===== config.mk =====
export PLATFORM = sky130hd
export DESIGN_NAME = imem_program_loader
export DESIGN_NICKNAME = d
export VERILOG_FILES = /design/src/rtl/imem_program_loader.sv
export SDC_FILE = /design/constraint.sdc
export NUM_CORES = 1
export LEC_CHECK = 0
export CORE_UTILIZATION = 55
export CTS_BUF_LIST = sky130_fd_sc_hd__clkbuf_4 sky130_fd_sc_hd__clkbuf_8
export CTS_CLUSTER_DIAMETER = 40
export CTS_CLUSTER_SIZE = 24
export DETAILED_ROUTE_END_ITERATION = 8
export PLACE_DENSITY = 0.87
export SYNTH_ARGS = -nofsm -noshare
export SYNTH_HDL_FRONTEND = slang
export SYNTH_SLANG_ARGS = --single-unit

===== constraint.sdc =====
create_clock -name clk -period 6.3 [get_ports clk]
set_clock_uncertainty 0.1 [all_clocks]
set_input_delay 0.945 -clock clk [delete_from_list [all_inputs] [get_ports clk]]
set_output_delay 0.945 -clock clk [all_outputs]
set_load 0.005 [all_outputs]

===== src/rtl/imem_program_loader.sv =====
// -----------------------------------------------------------------------------
// imem_program_loader
//
// Writes a stream of instruction words into instruction memory, starting at
// word address 0, and holds the core in reset while doing so. The core is
// released once the program's final word has been presented to memory.
//
// Parameters
//   ADDR_W  instruction memory word-address width (matches the PC width)
//   DATA_W  instruction word width
//   DEPTH   number of writable words; must not exceed 2**ADDR_W
//
// Ports
//   clk           system clock, rising-edge
//   reset         asynchronous, active-low reset
//   start         one-cycle pulse that opens a load session (ignored in LOAD)
//   s_valid       stream word valid
//   s_data        stream instruction word
//   s_last        marks s_data as the final word of the program
//   s_ready       loader accepts a word this cycle (high only in LOAD)
//   imem_wr_en    instruction memory write strobe (one cycle per accepted word)
//   imem_wr_addr  write word address
//   imem_wr_data  write data
//   core_rst_n    active-low reset to the core; high only in DONE
//   busy          high in LOAD
//   done          high in DONE
//   error         high in ERROR (program overflowed DEPTH)
//   word_cnt      words accepted this session
//   checksum      sum of accepted words, mod 2**DATA_W
//   state_dbg     current FSM state encoding (IDLE=0, LOAD=1, DONE=2, ERROR=3)
//
// Stream handshake: a word transfers on a rising edge where s_valid and
// s_ready are both high. s_ready is a pure function of the state and never
// depends on s_valid; s_data/s_last are only looked at on a transfer edge.
// -----------------------------------------------------------------------------
module imem_program_loader #(
  parameter int ADDR_W = 8,
  parameter int DATA_W = 32,
  parameter int DEPTH  = 256
) (
  input  logic              clk,
  input  logic              reset,
  input  logic              start,
  input  logic              s_valid,
  input  logic [DATA_W-1:0] s_data,
  input  logic              s_last,
  output logic              s_ready,
  output logic              imem_wr_en,
  output logic [ADDR_W-1:0] imem_wr_addr,
  output logic [DATA_W-1:0] imem_wr_data,
  output logic              core_rst_n,
  output logic              busy,
  output logic              done,
  output logic              error,
  output logic [ADDR_W:0]   word_cnt,
  output logic [DATA_W-1:0] checksum,
  output logic [1:0]        state_dbg
);

  typedef enum logic [1:0] {
    ST_IDLE  = 2'd0,
    ST_LOAD  = 2'd1,
    ST_DONE  = 2'd2,
    ST_ERROR = 2'd3
  } state_t;

  // Address of the last writable word; a non-final word landing here means
  // the program does not fit.
  localparam logic [ADDR_W-1:0] LAST_SLOT = ADDR_W'(DEPTH - 1);

  state_t            state;
  state_t            state_nxt;
  logic [ADDR_W-1:0] wr_ptr;
  logic              handshake;
  logic              session_start;

  assign handshake     = s_valid && s_ready;
  // start only opens a session outside LOAD; a pulse mid-load is dropped.
  assign session_start = start && (state != ST_LOAD);

  // ---------------------------------------------------------------------------
  // FSM state register
  // ---------------------------------------------------------------------------
  always_ff @(posedge clk or negedge reset) begin
    if (!reset) begin
      state <= ST_IDLE;
    end else begin
      state <= state_nxt;
    end
  end

  // ---------------------------------------------------------------------------
  // FSM next-state logic
  // ---------------------------------------------------------------------------
  always_comb begin
    state_nxt = state;
    case (state)
      ST_IDLE, ST_DONE, ST_ERROR: begin
        if (start) state_nxt = ST_LOAD;
      end
      ST_LOAD: begin
        if (handshake) begin
          if (s_last) begin
            state_nxt = ST_DONE;
          end else if (wr_ptr == LAST_SLOT) begin
            // The overflowing word itself is still written.
            state_nxt = ST_ERROR;
          end
        end
      end
      default: state_nxt = ST_IDLE;
    endcase
  end

  // ---------------------------------------------------------------------------
  // State-decoded outputs. core_rst_n rises on the same edge that enters DONE,
  // which is also the edge that registers the final write, so the core never
  // leaves reset before its last instruction is presented to memory.
  // ---------------------------------------------------------------------------
  assign s_ready    = (state == ST_LOAD);
  assign busy       = (state == ST_LOAD);
  assign done       = (state == ST_DONE);
  assign error      = (state == ST_ERROR);
  assign core_rst_n = (state == ST_DONE);
  assign state_dbg  = state;

  // ---------------------------------------------------------------------------
  // Write port and session counters. The write is registered: an accepted
  // word appears on the imem port in the cycle after its handshake.
  // Counters cannot wrap: the FSM leaves LOAD no later than the handshake at
  // LAST_SLOT, so word_cnt tops out at DEPTH.
  // ---------------------------------------------------------------------------
  always_ff @(posedge clk or negedge reset) begin
    if (!reset) begin
      imem_wr_en   <= 1'b0;
      imem_wr_addr <= '0;
      imem_wr_data <= '0;
      wr_ptr       <= '0;
      word_cnt     <= '0;
      checksum     <= '0;
    end else begin
      imem_wr_en <= handshake;
      if (session_start) begin
        wr_ptr   <= '0;
        word_cnt <= '0;
        checksum <= '0;
      end else if (handshake) begin
        imem_wr_addr <= wr_ptr;
        imem_wr_data <= s_data;
        wr_ptr       <= wr_ptr + 1'b1;
        word_cnt     <= word_cnt + 1'b1;
        checksum     <= checksum + s_data;
      end
    end
  end

endmodule


==> results of run 1 <==
kinds of logic after synthesis:
logic type | after synthesis
adder cells (fa/ha/maj) | 34
buffers and inverters | 35
multiplexers | 3
XOR/XNOR | 30
AND/OR/NAND/NOR | 258
flip-flops | 92
AO/OA/AOI/OAI | 149
through the flow:
| step | instance area [sq um] | instances |
|---|---|---|
| floorplan | 5210 | 601 |
| global route | 6730 | 830 |
| finish | 6730 | 830 |
| global placement | 6520 | 814 |
| CTS | 6730 | 830 |
| detailed placement | 6520 | 814 |
how the worst max path moves through the flow:
stage | from | end | depth (start not counted)
floorplan | s_data[10] | checksum[29]$_DFFE_PN0P_ | 9
global placement | s_data[1] | checksum[29]$_DFFE_PN0P_ | 10
detailed placement | s_data[1] | checksum[29]$_DFFE_PN0P_ | 10
CTS | s_data[1] | checksum[29]$_DFFE_PN0P_ | 10
global route | s_data[0] | checksum[30]$_DFFE_PN0P_ | 11
finish | s_data[1] | checksum[29]$_DFFE_PN0P_ | 10
cells in the final DEF, fill, tap and decap left out, types with 2 or more instances in the layout:
master | netlist | layout
a22o_1 | 4 | 4
nand3_1 | 8 | 8
xnor2_1 | 11 | 11
inv_8 | 0 | 3
clkdlybuf4s50_1 | 0 | 124
xor2_1 | 19 | 19
nand4_1 | 10 | 10
o21ai_1 | 4 | 4
clkinv_4 | 0 | 2
buf_4 | 2 | 4
o21ai_0 | 47 | 47
a211oi_1 | 3 | 3
and2_1 | 4 | 4
clkbuf_8 | 0 | 9
a21oi_1 | 39 | 39
a211o_1 | 2 | 2
dfrtp_1 | 92 | 92
a31oi_1 | 4 | 4
and3_1 | 6 | 6
nor3_1 | 6 | 6
ha_1 | 33 | 33
nor2_1 | 29 | 28
or3_1 | 4 | 4
mux2i_1 | 3 | 3
nor2b_1 | 5 | 5
o31ai_1 | 4 | 4
inv_1 | 8 | 8
nand2_1 | 174 | 173
or4_1 | 3 | 3
o21bai_1 | 5 | 5
a21o_1 | 22 | 22
or2_2 | 2 | 2
area by class of cell:
| cell class | instances | area, sq um | area share [%] |
|---|---|---|---|
| Clock inverter | 7 | 90.1 | 1.34 |
| Sequential cell | 92 | 2300 | 34.2 |
| Timing Repair Buffer | 128 | 1270 | 18.9 |
| Inverter | 9 | 33.8 | 0.502 |
| Multi-Input combinational cell | 474 | 2770 | 41.2 |
| Clock buffer | 9 | 124 | 1.84 |
| Tap cell | 111 | 139 | 2.06 |
state kept, by name (all words and copies together), names as in the netlist:
signal	count
checksum	32
imem_wr_addr	8
imem_wr_data	32
imem_wr_en	1
state_dbg	2
word_cnt	9
wr_ptr	8
report_power, final:
part           internal, W  switching (W)  total, W
Combinational     0.000705       0.000719   0.00142
Sequential        0.000759       0.000135  0.000894
Clock             0.000195       0.000239  0.000433
Total              0.00166        0.00109   0.00275
critical path, stage by stage:
cell and delay [ns]:
clkdlybuf4s50_1 0.49, ha_1 0.35, a211o_1 0.29, a211oi_2 0.30
o21ai_1 0.17, or3b_4 0.46, nand4_2 0.12, a21oi_2 0.06
or4_1 0.48, a32o_1 0.26
metal layers:
metal / vias up / share of wire (%) / GRT usage [%]
li1: 2301 / - / -
met1: 2275 / 44 / 35.7
met2: 161 / 49 / 46.9
met3: 26 / 4.9 / 4.78
met4: 0 / 1.7 / 7.47
met5: - / 0 / 0
==> impl_metrics.toml, run 1 <==
[die]
start_util_pct = 56.6
std_cell_rows = 35
die_y_um = 99.3
die_w_um = 99.3
io_pins = 126
coreArea_sq_um = 9200
die_area_sq_um = 9860

[critical_path]
end_kind = "flip-flop"
cp.required_ns = 6.46
cp-start-kind = "input pin"
regToRegEndpoint = "checksum[29]$_DFFE_PN0P_"
reg2reg_depth = 9
crit_fanout = 5
worst_ep_arrival_time_ns = 3.93
reg2reg_from = "checksum[1]$_DFFE_PN0P_"
rrSetupSlack_ns = 3.20
crit_type = "input pin to flip-flop"

[sta]
final-hold-violation-count = 0
finalMaxSlewViolations = 0
fmax_ghz = 0.266
min_period_ns = 3.77
tns_ns = 0
setup_viol = 0
setup_slack_ns = 2.53
rsz0062_at_grt = "false"
relSlewSlack_pct = 29.3
worst_hold_slack_ns = 0.380
worstMarginPinSlew_ns = 1.06
timing.final.crit_share_pct = 59.8

[drt]
ant_nets = 0
drc = 0
dr_total_vias = 4763
routed_wl_mm = 13.1
firstDrtPassIters = 5
drt_iter0_markers = 167
via_per_inst = 5.74
routedWlPerCell_um = 15.7

[yosys]
synth_area_leaders = "dfrtp_1, nand2_1, ha_1"
synth_seq_cells = 92
netlist.area_leader.share_pct = 44.2
synthDistinctLibCells = 54
synthAdderAreaFrac_pct = 8.31
yosys_warnings = 0
avgSynthCellArea_sq_um = 8.67
yosysMostFrequentCell = "nand2_1"
syn_area_sq_um = 5210
yosys.area_share.xor_xnor_pct = 5.04
synth_top_family_by_area = "simple AND/OR/NAND/NOR gates"
synth_compound_area_share_pct = 17.8
synth_nets = 672
muxShareOfSynthArea_pct = 0.577
synth-simple-area-share_pct = 21.4
synth_flop_cell = "dfrtp_1"
synth.yosys.seq_area_share_pct = 44.2
syn_inst = 601
synth_edf_count = 0
synthTopCellsByCount = "nand2_1, dfrtp_1, o21ai_0, a21oi_1, ha_1"
synth-async-reset-ratio_pct = 100
yosys.area.top_type = "dfrtp_1"

[clock_tree]
post_cts_buffers = 0
clock_path_buffers = 2
clock_latency_ns = 0.37
hold_buffers = 0
cts_htree_levels = 3
cts_resized = 0
cts_num_sinks = 92
clk_pin_slew_ns = 0.10
cts_tree = "yes"
cts_inserted_buffers = 9
cts_root_buffer = "clkbuf_8"

[layout]
fillCellCount = 718
final_nets = 785
post-route-util_pct = 73.2
drive_gt1_share_pct = 4.45
antenna_cells = 0
syn2layout_area_growth_pct = 29.3

[global_route]
grt_pass1_wl_mm = 21.9
antenna_found_initial = 0
grt_max_degree = 78
grt_usage_pct = 27.3
overflow = 0
grt_pass1_vias = 4735

[place]
portBuffers = 125
dp_slack_ns = 2.17
dp_hpwl_mm = 9.24
globalplace.congestion = 0.928

[min_path]
hp-class = "input pin to asynchronous set/reset pin"

[power_and_ir_drop]
p_leak_nw = 3.22
p_total_w = 0.00275
p_per_area_nw_per_um2 = 409
peakVddDrop_v = 0.000241

[flow_run]
max_cap_violations = 0

[status]
outcome = "finished, final reports clean"
(Power assumes the default switching activity.)
==> run 2, diff against run 1 <==
--- a/config.mk
+++ b/config.mk
@@ -5,12 +5,12 @@
 export SDC_FILE = /design/constraint.sdc
 export NUM_CORES = 1
 export LEC_CHECK = 0
-export CORE_UTILIZATION = 55
+export CORE_UTILIZATION = 52
 export CTS_BUF_LIST = sky130_fd_sc_hd__clkbuf_4 sky130_fd_sc_hd__clkbuf_8
 export CTS_CLUSTER_DIAMETER = 40
 export CTS_CLUSTER_SIZE = 24
 export DETAILED_ROUTE_END_ITERATION = 8
-export PLACE_DENSITY = 0.87
+export PLACE_DENSITY = 0.83
 export SYNTH_ARGS = -nofsm -noshare
 export SYNTH_HDL_FRONTEND = slang
 export SYNTH_SLANG_ARGS = --single-unit
==> constraint.sdc (replaced) <==
create_clock -name clk -period 3.65 [get_ports clk]
set_clock_uncertainty 0.1 [all_clocks]
set_input_delay 0.5475 -clock clk [delete_from_list [all_inputs] [get_ports clk]]
set_output_delay 0.5475 -clock clk [all_outputs]
set_load 0.005 [all_outputs]
==> impl_metrics.toml, run 2 (same netlist as run 1, synthesis figures left out) <==
[status]
outcome = "finished, final reports clean"

[drt]
routed_wl_mm = 13.3
routedWlPerCell_um = 15.4
firstDrtPassIters = 5
dr_total_vias = 4750
ant_nets = 0
via_per_inst = 5.50
drt_iter0_markers = 165
drc = 0

[sta]
timing.final.crit_share_pct = 88.6
tns_ns = 0
rsz0062_at_grt = "false"
final-hold-violation-count = 0
fmax_ghz = 0.309
setup_viol = 0
setup_slack_ns = 0.416
min_period_ns = 3.23
relSlewSlack_pct = 47.2
worstMarginPinSlew_ns = 0.792
finalMaxSlewViolations = 0

[clock_tree]
cts_resized = 0
cts_inserted_buffers = 9
cts_htree_levels = 3
cts_tree = "yes"
post_cts_buffers = 0
clock_latency_ns = 0.38
hold_buffers = 0
clock_path_buffers = 2
clk_pin_slew_ns = 0.11
cts_num_sinks = 92
cts_root_buffer = "clkbuf_8"

[place]
dp.cells = 847
globalplace.congestion = 0.907
dp_hpwl_mm = 9.55
portBuffers = 125
dp_slack_ns = 0.0436

[die]
io_pins = 126
coreArea_sq_um = 9730
start_util_pct = 53.5
std_cell_rows = 36
die_w_um = 102
die_y_um = 102
die_area_sq_um = 10400

[layout]
fillCellCount = 789
syn2layout_area_growth_pct = 31.3
seq_area_sq_um = 2300
layout_commonest_cell = "nand2_1"
antenna_cells = 0
final_nets = 796
final_cells = 863
final_cell_mix = "nand2_1, clkdlybuf4s50_1, dfrtp_1"
post-route-util_pct = 70.3
largestRegisters = "checksum (32), imem_wr_data (32), word_cnt (9)"
drive_gt1_share_pct = 5.89
multiInputGateArea_sq_um = 2770

[critical_path]
crit_type = "input pin to flip-flop"
crit_fanout = 5
cp-start-kind = "input pin"
cp.required_ns = 3.82
worst_ep_arrival_time_ns = 3.41
end_kind = "flip-flop"

[global_route]
grt_usage_pct = 26.3
grt_pass1_wl_mm = 21.6
antenna_found_initial = 0
overflow = 0
grt_max_degree = 78
grt_pass1_vias = 4653

[power_and_ir_drop]
p_per_area_nw_per_um2 = 694
peakVddDrop_v = 0.000351
p_leak_nw = 3.27
p_total_w = 0.00474

[min_path]
hp-class = "input pin to asynchronous set/reset pin"

[flow_run]
max_cap_violations = 0
[run 2: cell types whose count changed in the layout (fill, tap and decap cells not counted), sizes merged]
cell	before	now
buf	4	15
clkinv	2	4
inv	13	11
bufinv	1	0
clkinvlp	0	1
[run 2: worst paths after layout]
path,from,endpoint,slack (ns),cells after the start
max in group asynchronous,reset,checksum[14]$_DFFE_PN0P_,2.69,2
min in group clk,imem_wr_data[3]$_DFFE_PN0P_,imem_wr_data[3]$_DFFE_PN0P_,0.38,2
setup reg to reg,checksum[1]$_DFFE_PN0P_,checksum[29]$_DFFE_PN0P_,0.58,9
hold / removal,reset,imem_wr_addr[5]$_DFFE_PN0P_,0.06,1
hold reg to reg,imem_wr_data[3]$_DFFE_PN0P_,imem_wr_data[3]$_DFFE_PN0P_,0.38,2
setup / recovery,s_data[1],checksum[29]$_DFFE_PN0P_,0.42,10
[run 2: area by class of cell]
cell class,instances,share of cell area [%]
clock buffer,9,1.81
inverter,9,0.494
timing repair buffer,139,20.0
tap,133,2.43
clock inverter,7,1.06
multi-input combinational,474,40.5
sequential,92,33.7
[run 2: per-layer routing]
metal	vias to the layer above	track usage (%)	share of wire (%)
li1	2321	-	-
met1	2310	34.4	46
met2	100	44.3	49
met3	19	4.65	3.8
met4	0	8.57	1.5
met5	-	0	0
[run 2: where the power goes]
part           internal (W)  total, W  switching [W]
Combinational       0.00125   0.00251        0.00126
Sequential          0.00131   0.00154       0.000229
Clock              0.000266  0.000690       0.000424
Total               0.00283   0.00474        0.00191
[run 2: per-stage QoR]
step	hold slack [ns]	area, sq um
6_report	0.0611	6840
5_1_grt	0.109	6840
4_1_cts	0.0869	6840
3_5_place_dp	0.361	6640
3_3_place_gp	0.359	6640
2_1_floorplan	0.152	5210
[run 2: critical path, stage by stage]
cell and delay [ns]:
clkdlybuf4s50_1 0.43, ha_1 0.32, a211o_1 0.29, a211oi_2 0.27
o21ai_1 0.16, or3b_4 0.47, nand4_2 0.12, a21oi_2 0.06
or4_1 0.48, a32o_1 0.26
==> RTL edit 1: new RTL, settings of run 2 <==
The parameter `DATA_W` goes from 32 to 48.
--- a/src/rtl/imem_program_loader.sv
+++ b/src/rtl/imem_program_loader.sv
@@ -35,7 +35,7 @@
 // -----------------------------------------------------------------------------
 module imem_program_loader #(
   parameter int ADDR_W = 8,
-  parameter int DATA_W = 32,
+  parameter int DATA_W = 48,
   parameter int DEPTH  = 256
 ) (
   input  logic              clk,
Ports: changed (resized checksum, imem_wr_data and s_data); port bits go from 126 to 174. The function was not compared with the original's and may differ.
==> RTL edit 1 against run 2 <==
Total power is 54% higher; count of clock-buffer cells in the layout grew 9; cell area is 44% higher; combinational power up 56%; clock power grew 86%; sequential cell count grew 32; setup slack worse by 0.019 ns; die area increased by 43%; area after synthesis rose by 43%; register-to-register slack got worse by 0.04 ns; routed wire length is 50% higher.
==> RTL edit 1: results (changes against run 2) <==
status: "finished clean"
critPathSlowestCell: "clkdlybuf4s50_1"
critPathArrivalTime_ns: 3.47  # +0.06 ns
regToRegSetupSlack_ns: 0.54  # -0.04 ns
yosysSeqAreaShare_pct: 41.5  # -2.7 points
post_cts_buffers: 0  # unchanged
top_regs: "checksum (48), imem_wr_data (48), word_cnt (9)"
place_congestion: 0.915  # +0.90%
cp_max_fo: 3  # -2
fill_cells: 1120  # +42%
cellLeakagePower_nw: 4.60  # +41%
first_global_vias: 6651  # +43%
grt.total_usage_pct: 27.6  # +1.3 points
avgSynthCellArea_um2: 8.41  # -2.9%
port_buffers: 173  # +38%
grt_max_degree: 66  # -15%
cp-endpoint: "checksum[29]$_DFFE_PN0P_"
syn_nets: 991  # +47%
grt_pass1_wl_um: 32300  # +50%
worst_pin_slew_ns: 0.780  # -0.0117 ns
clk_pin_slew_ns: 0.08  # -0.03 ns
async_flop_share_pct: 100  # unchanged
cts_resized: 0  # unchanged
cp-startpoint: "s_data[0]"
min_path_type: "input port to asynchronous set/reset pin"
placed_area_um2: 9440  # +42%
drtIter0Drc: 408  # +150%
wl_per_cell_um: 15.9  # +3.5%
wirelength_um: 19900  # +50%
numCtsBuffers: 17  # +8
drive_gt1_share_pct: 6.54  # +0.65 points
synth.area.top_cells: "dfrtp_1, nand2_1, ha_1"
insertion_delay_ns: 0.45  # +0.07 ns
htree_levels: 4  # +1
timing.fmax_ghz: 0.307  # -0.59%
ys_types: 60  # +11%
ir_drop_v: 0.000426  # +22%
fin_nets: 1162  # +46%
yosys-top-cells-count: "nand2_1, dfrtp_1, o21ai_0, a21oi_1, ha_1"
rr_worst_depth: 11  # +2
via_per_inst: 5.60  # +1.7%
post-place-ws_ns: 0.00261  # -0.0409 ns
critical-path-top-delay-family: "compound AO/OA/AOI/OAI gates"
cpPeakStageDelay_ns: 0.45  # -0.03 ns
dp_hpwl_um: 14400  # +51%
[RTL edit 1: report_power, final]
part           total, mW  switching [mW]  leakage (nW)  internal (mW)
logic               3.91            1.99          2.82           1.91
clock network       1.28           0.584         0.201          0.693
registers           2.11           0.323          1.58           1.79
[RTL edit 1: how the worst min path moves through the flow]
stage | start | to | slack, ns | depth (start not counted)
finish | reset | checksum[42]$_DFFE_PN0P_ | 0.08 | 1
global route | reset | checksum[42]$_DFFE_PN0P_ | 0.13 | 1
CTS | reset | wr_ptr[7]$_DFFE_PN0P_ | 0.09 | 1
detailed placement | imem_wr_data[7]$_DFFE_PN0P_ | imem_wr_data[7]$_DFFE_PN0P_ | 0.36 | 2
global placement | imem_wr_data[27]$_DFFE_PN0P_ | imem_wr_data[27]$_DFFE_PN0P_ | 0.36 | 2
floorplan | reset | checksum[0]$_DFFE_PN0P_ | 0.15 | 0
[RTL edit 1: cells by family after synthesis]
logic type                 Yosys count  share of synthesized area (%)
AOI/OAI and AO/OA                  227                           19.3
muxes                                3                          0.419
buffers and inverters               62                           3.32
and+or+nand+nor                    371                           21.0
adders and majority gates           50                           8.47
DFF                                124                           41.5
xor gates and xnor gates            51                           5.98
[RTL edit 1: cell type report]
cell class / instances / area [um2] / area share, %
Sequential cell: 124 / 3100 / 31.5
Tap cell: 180 / 225 / 2.28
Inverter: 19 / 71.3 / 0.724
Timing Repair Buffer: 195 / 1910 / 19.3
Clock buffer: 18 / 248 / 2.51
Clock inverter: 13 / 166 / 1.69
Multi-Input combinational cell: 702 / 4140 / 42.0
[RTL edit 1: routing by layer]
layer	vias to the layer above	wire [um]	track usage [%]
met5	-	0	0
met4	0	340	9.95
met3	25	1110	4.73
met2	225	9290	43.5
met1	3339	9170	38.3
li1	3414	-	-
==> RTL edit 2: new RTL, config.mk and constraints of run 2 <==
Made on the original files. Register the output `word_cnt` once more, without a reset; this adds one clock of latency there. The other outputs are not delayed to match.
--- a/src/rtl/imem_program_loader.sv
+++ b/src/rtl/imem_program_loader.sv
@@ -68,6 +68,8 @@
   // the program does not fit.
   localparam logic [ADDR_W-1:0] LAST_SLOT = ADDR_W'(DEPTH - 1);
 
+  logic [ADDR_W:0] word_cnt_s0;
+
   state_t            state;
   state_t            state_nxt;
   logic [ADDR_W-1:0] wr_ptr;
@@ -136,23 +138,27 @@
       imem_wr_addr <= '0;
       imem_wr_data <= '0;
       wr_ptr       <= '0;
-      word_cnt     <= '0;
+      word_cnt_s0  <= '0;
       checksum     <= '0;
     end else begin
       imem_wr_en <= handshake;
       if (session_start) begin
         wr_ptr   <= '0;
-        word_cnt <= '0;
+        word_cnt_s0 <= '0;
         checksum <= '0;
       end else if (handshake) begin
         imem_wr_addr <= wr_ptr;
         imem_wr_data <= s_data;
         wr_ptr       <= wr_ptr + 1'b1;
-        word_cnt     <= word_cnt + 1'b1;
+        word_cnt_s0  <= word_cnt_s0 + 1'b1;
         checksum     <= checksum + s_data;
       end
     end
   end
 
+  always_ff @(posedge clk) begin
+    word_cnt <= word_cnt_s0;
+  end
+
 endmodule
 
Behaviour: not the same (a bounded check fails within 4 cycles, from zero or initial values and one cycle with reset low).
==> RTL edit 2 against run 2 <==
Via count fell by 5.9%; sequential cell count rose by 9; routed wire length fell by 6.2%; area after synthesis rose by 0.46%; setup slack got worse by 0.10 ns; cell area fell by 0.59%; maximum frequency fell by 3.1%; critical path depth rose by 3; total power fell by 0.84%; largest power group unchanged; highest routed layer unchanged.
==> RTL edit 2: results (changes against run 2) <==
finalCriticalPeriod_ns: 3.34  # +0.103 ns
fill_cells: 790  # +0.13%
via_per_inst: 5.37  # -2.4%
buf_share_pct: 18.9  # -1.1 points
ys_types: 55  # +1.9%
async_flop_share_pct: 91.1  # -8.9 points
yosys-top-cells-count: "nand2_1, dfrtp_1, o21ai_0, ha_1, a21oi_1"
drtIter0Drc: 184  # +12%
critPathSlowestCell: "clkdlybuf4s50_1"
grt.total_usage_pct: 25.0  # -1.4 points
design.seq.count: 101  # +9.8%
regToRegSetupSlack_ns: 0.54  # -0.04 ns
cellLeakagePower_nw: 3.18  # -2.5%
cp-startpoint: "s_data[0]"
regArea_um2: 2480  # +7.8%
core_um2: 9770  # +0.46%
yosysSeqAreaShare_pct: 47.4  # +3.2 points
grt.met1_usage_pct: 32.9  # -1.5 points
syn_nets: 645  # -4.0%
buffers_excl_clock: 130  # -6.5%
dp_hpwl_um: 8770  # -8.1%
post-place-ws_ns: -0.0713  # -0.115 ns
status: "finished clean"
inverters: 13  # +4
htree_levels: 3  # unchanged
critical-path-top-delay-family: "compound AO/OA/AOI/OAI gates"
place_congestion: 0.886  # -2.3%
grt_pass1_wl_um: 20400  # -5.5%
placed_area_um2: 6590  # -0.85%
multi_input_cells: 439  # -7.4%
multi_input_area_share_pct: 38.3  # -2.3 points
grt_max_degree: 86  # +10%
first_global_vias: 4313  # -7.3%
avgSynthCellArea_um2: 9.12  # +5.2%
top_regs: "checksum (32), imem_wr_data (32)"
place_inst: 816  # -3.7%
synth.area.top_cells: "dfrtp_1, nand2_1, ha_1"
cp-endpoint: "checksum[24]$_DFFE_PN0P_"
clkCellAreaFrac_pct: 3.13  # +0.26 points
drive_gt1_share_pct: 5.87  # -0.025 points
syn2layout_area_growth_pct: 29.9
cpPeakStageDelay_ns: 0.45  # -0.03 ns
use_met2_pct: 41.1  # -3.2 points
grt_use_met3_pct: 4.99  # +0.34 points
wl_per_cell_um: 15.0  # -2.7%
## RTL edit 2: cell types whose count changed in the layout (fill, tap and decap cells not counted), sizes merged, moves of 4 or more
cell,run 2,this run
a21o,23,14
buf,15,6
dfxtp,0,9
nor2,29,22
xnor2,11,17
a21oi,40,35
inv,11,16
nand4,11,6
nor2b,5,9
nor3,6,2
## RTL edit 2: cell families after synthesis
logic type                 Yosys count  synth area share, %
DFF                                101                 47.4
adders and majority gates           34                 8.27
buffers and inverters               34                 2.89
AOI/OAI and AO/OA                  131                 16.0
and+or+nand+nor                    236                 19.1
xor gates and xnor gates            38                 6.36
## RTL edit 2: worst min path at each step
stage / start / endpoint / slack [ns] / cells after the start
3_5_place_dp: word_cnt_s0[8]$_DFFE_PN0P_ / word_cnt[8]$_DFF_P_ / 0.28 / 0
6_report: reset / imem_wr_data[28]$_DFFE_PN0P_ / 0.23 / 1
2_1_floorplan: reset / checksum[0]$_DFFE_PN0P_ / 0.15 / 0
5_1_grt: word_cnt_s0[8]$_DFFE_PN0P_ / word_cnt[8]$_DFF_P_ / 0.31 / 0
3_3_place_gp: word_cnt_s0[8]$_DFFE_PN0P_ / word_cnt[8]$_DFF_P_ / 0.28 / 0
4_1_cts: word_cnt_s0[8]$_DFFE_PN0P_ / word_cnt[8]$_DFF_P_ / 0.29 / 0
## RTL edit 2: power by group
group	leakage, nW	switching [mW]	total [mW]	internal (mW)
clock	0.106	0.463	0.741	0.278
combinational	1.82	1.12	2.31	1.19
sequential	1.25	0.232	1.65	1.42
total	3.18	1.81	4.70	2.89
## RTL edit 2: layer usage
metal / vias to the layer above / routed length [um]
li1: 2187 / -
met1: 2136 / 5410
met2: 124 / 6210
met3: 22 / 604
met4: 0 / 225
met5: - / 0
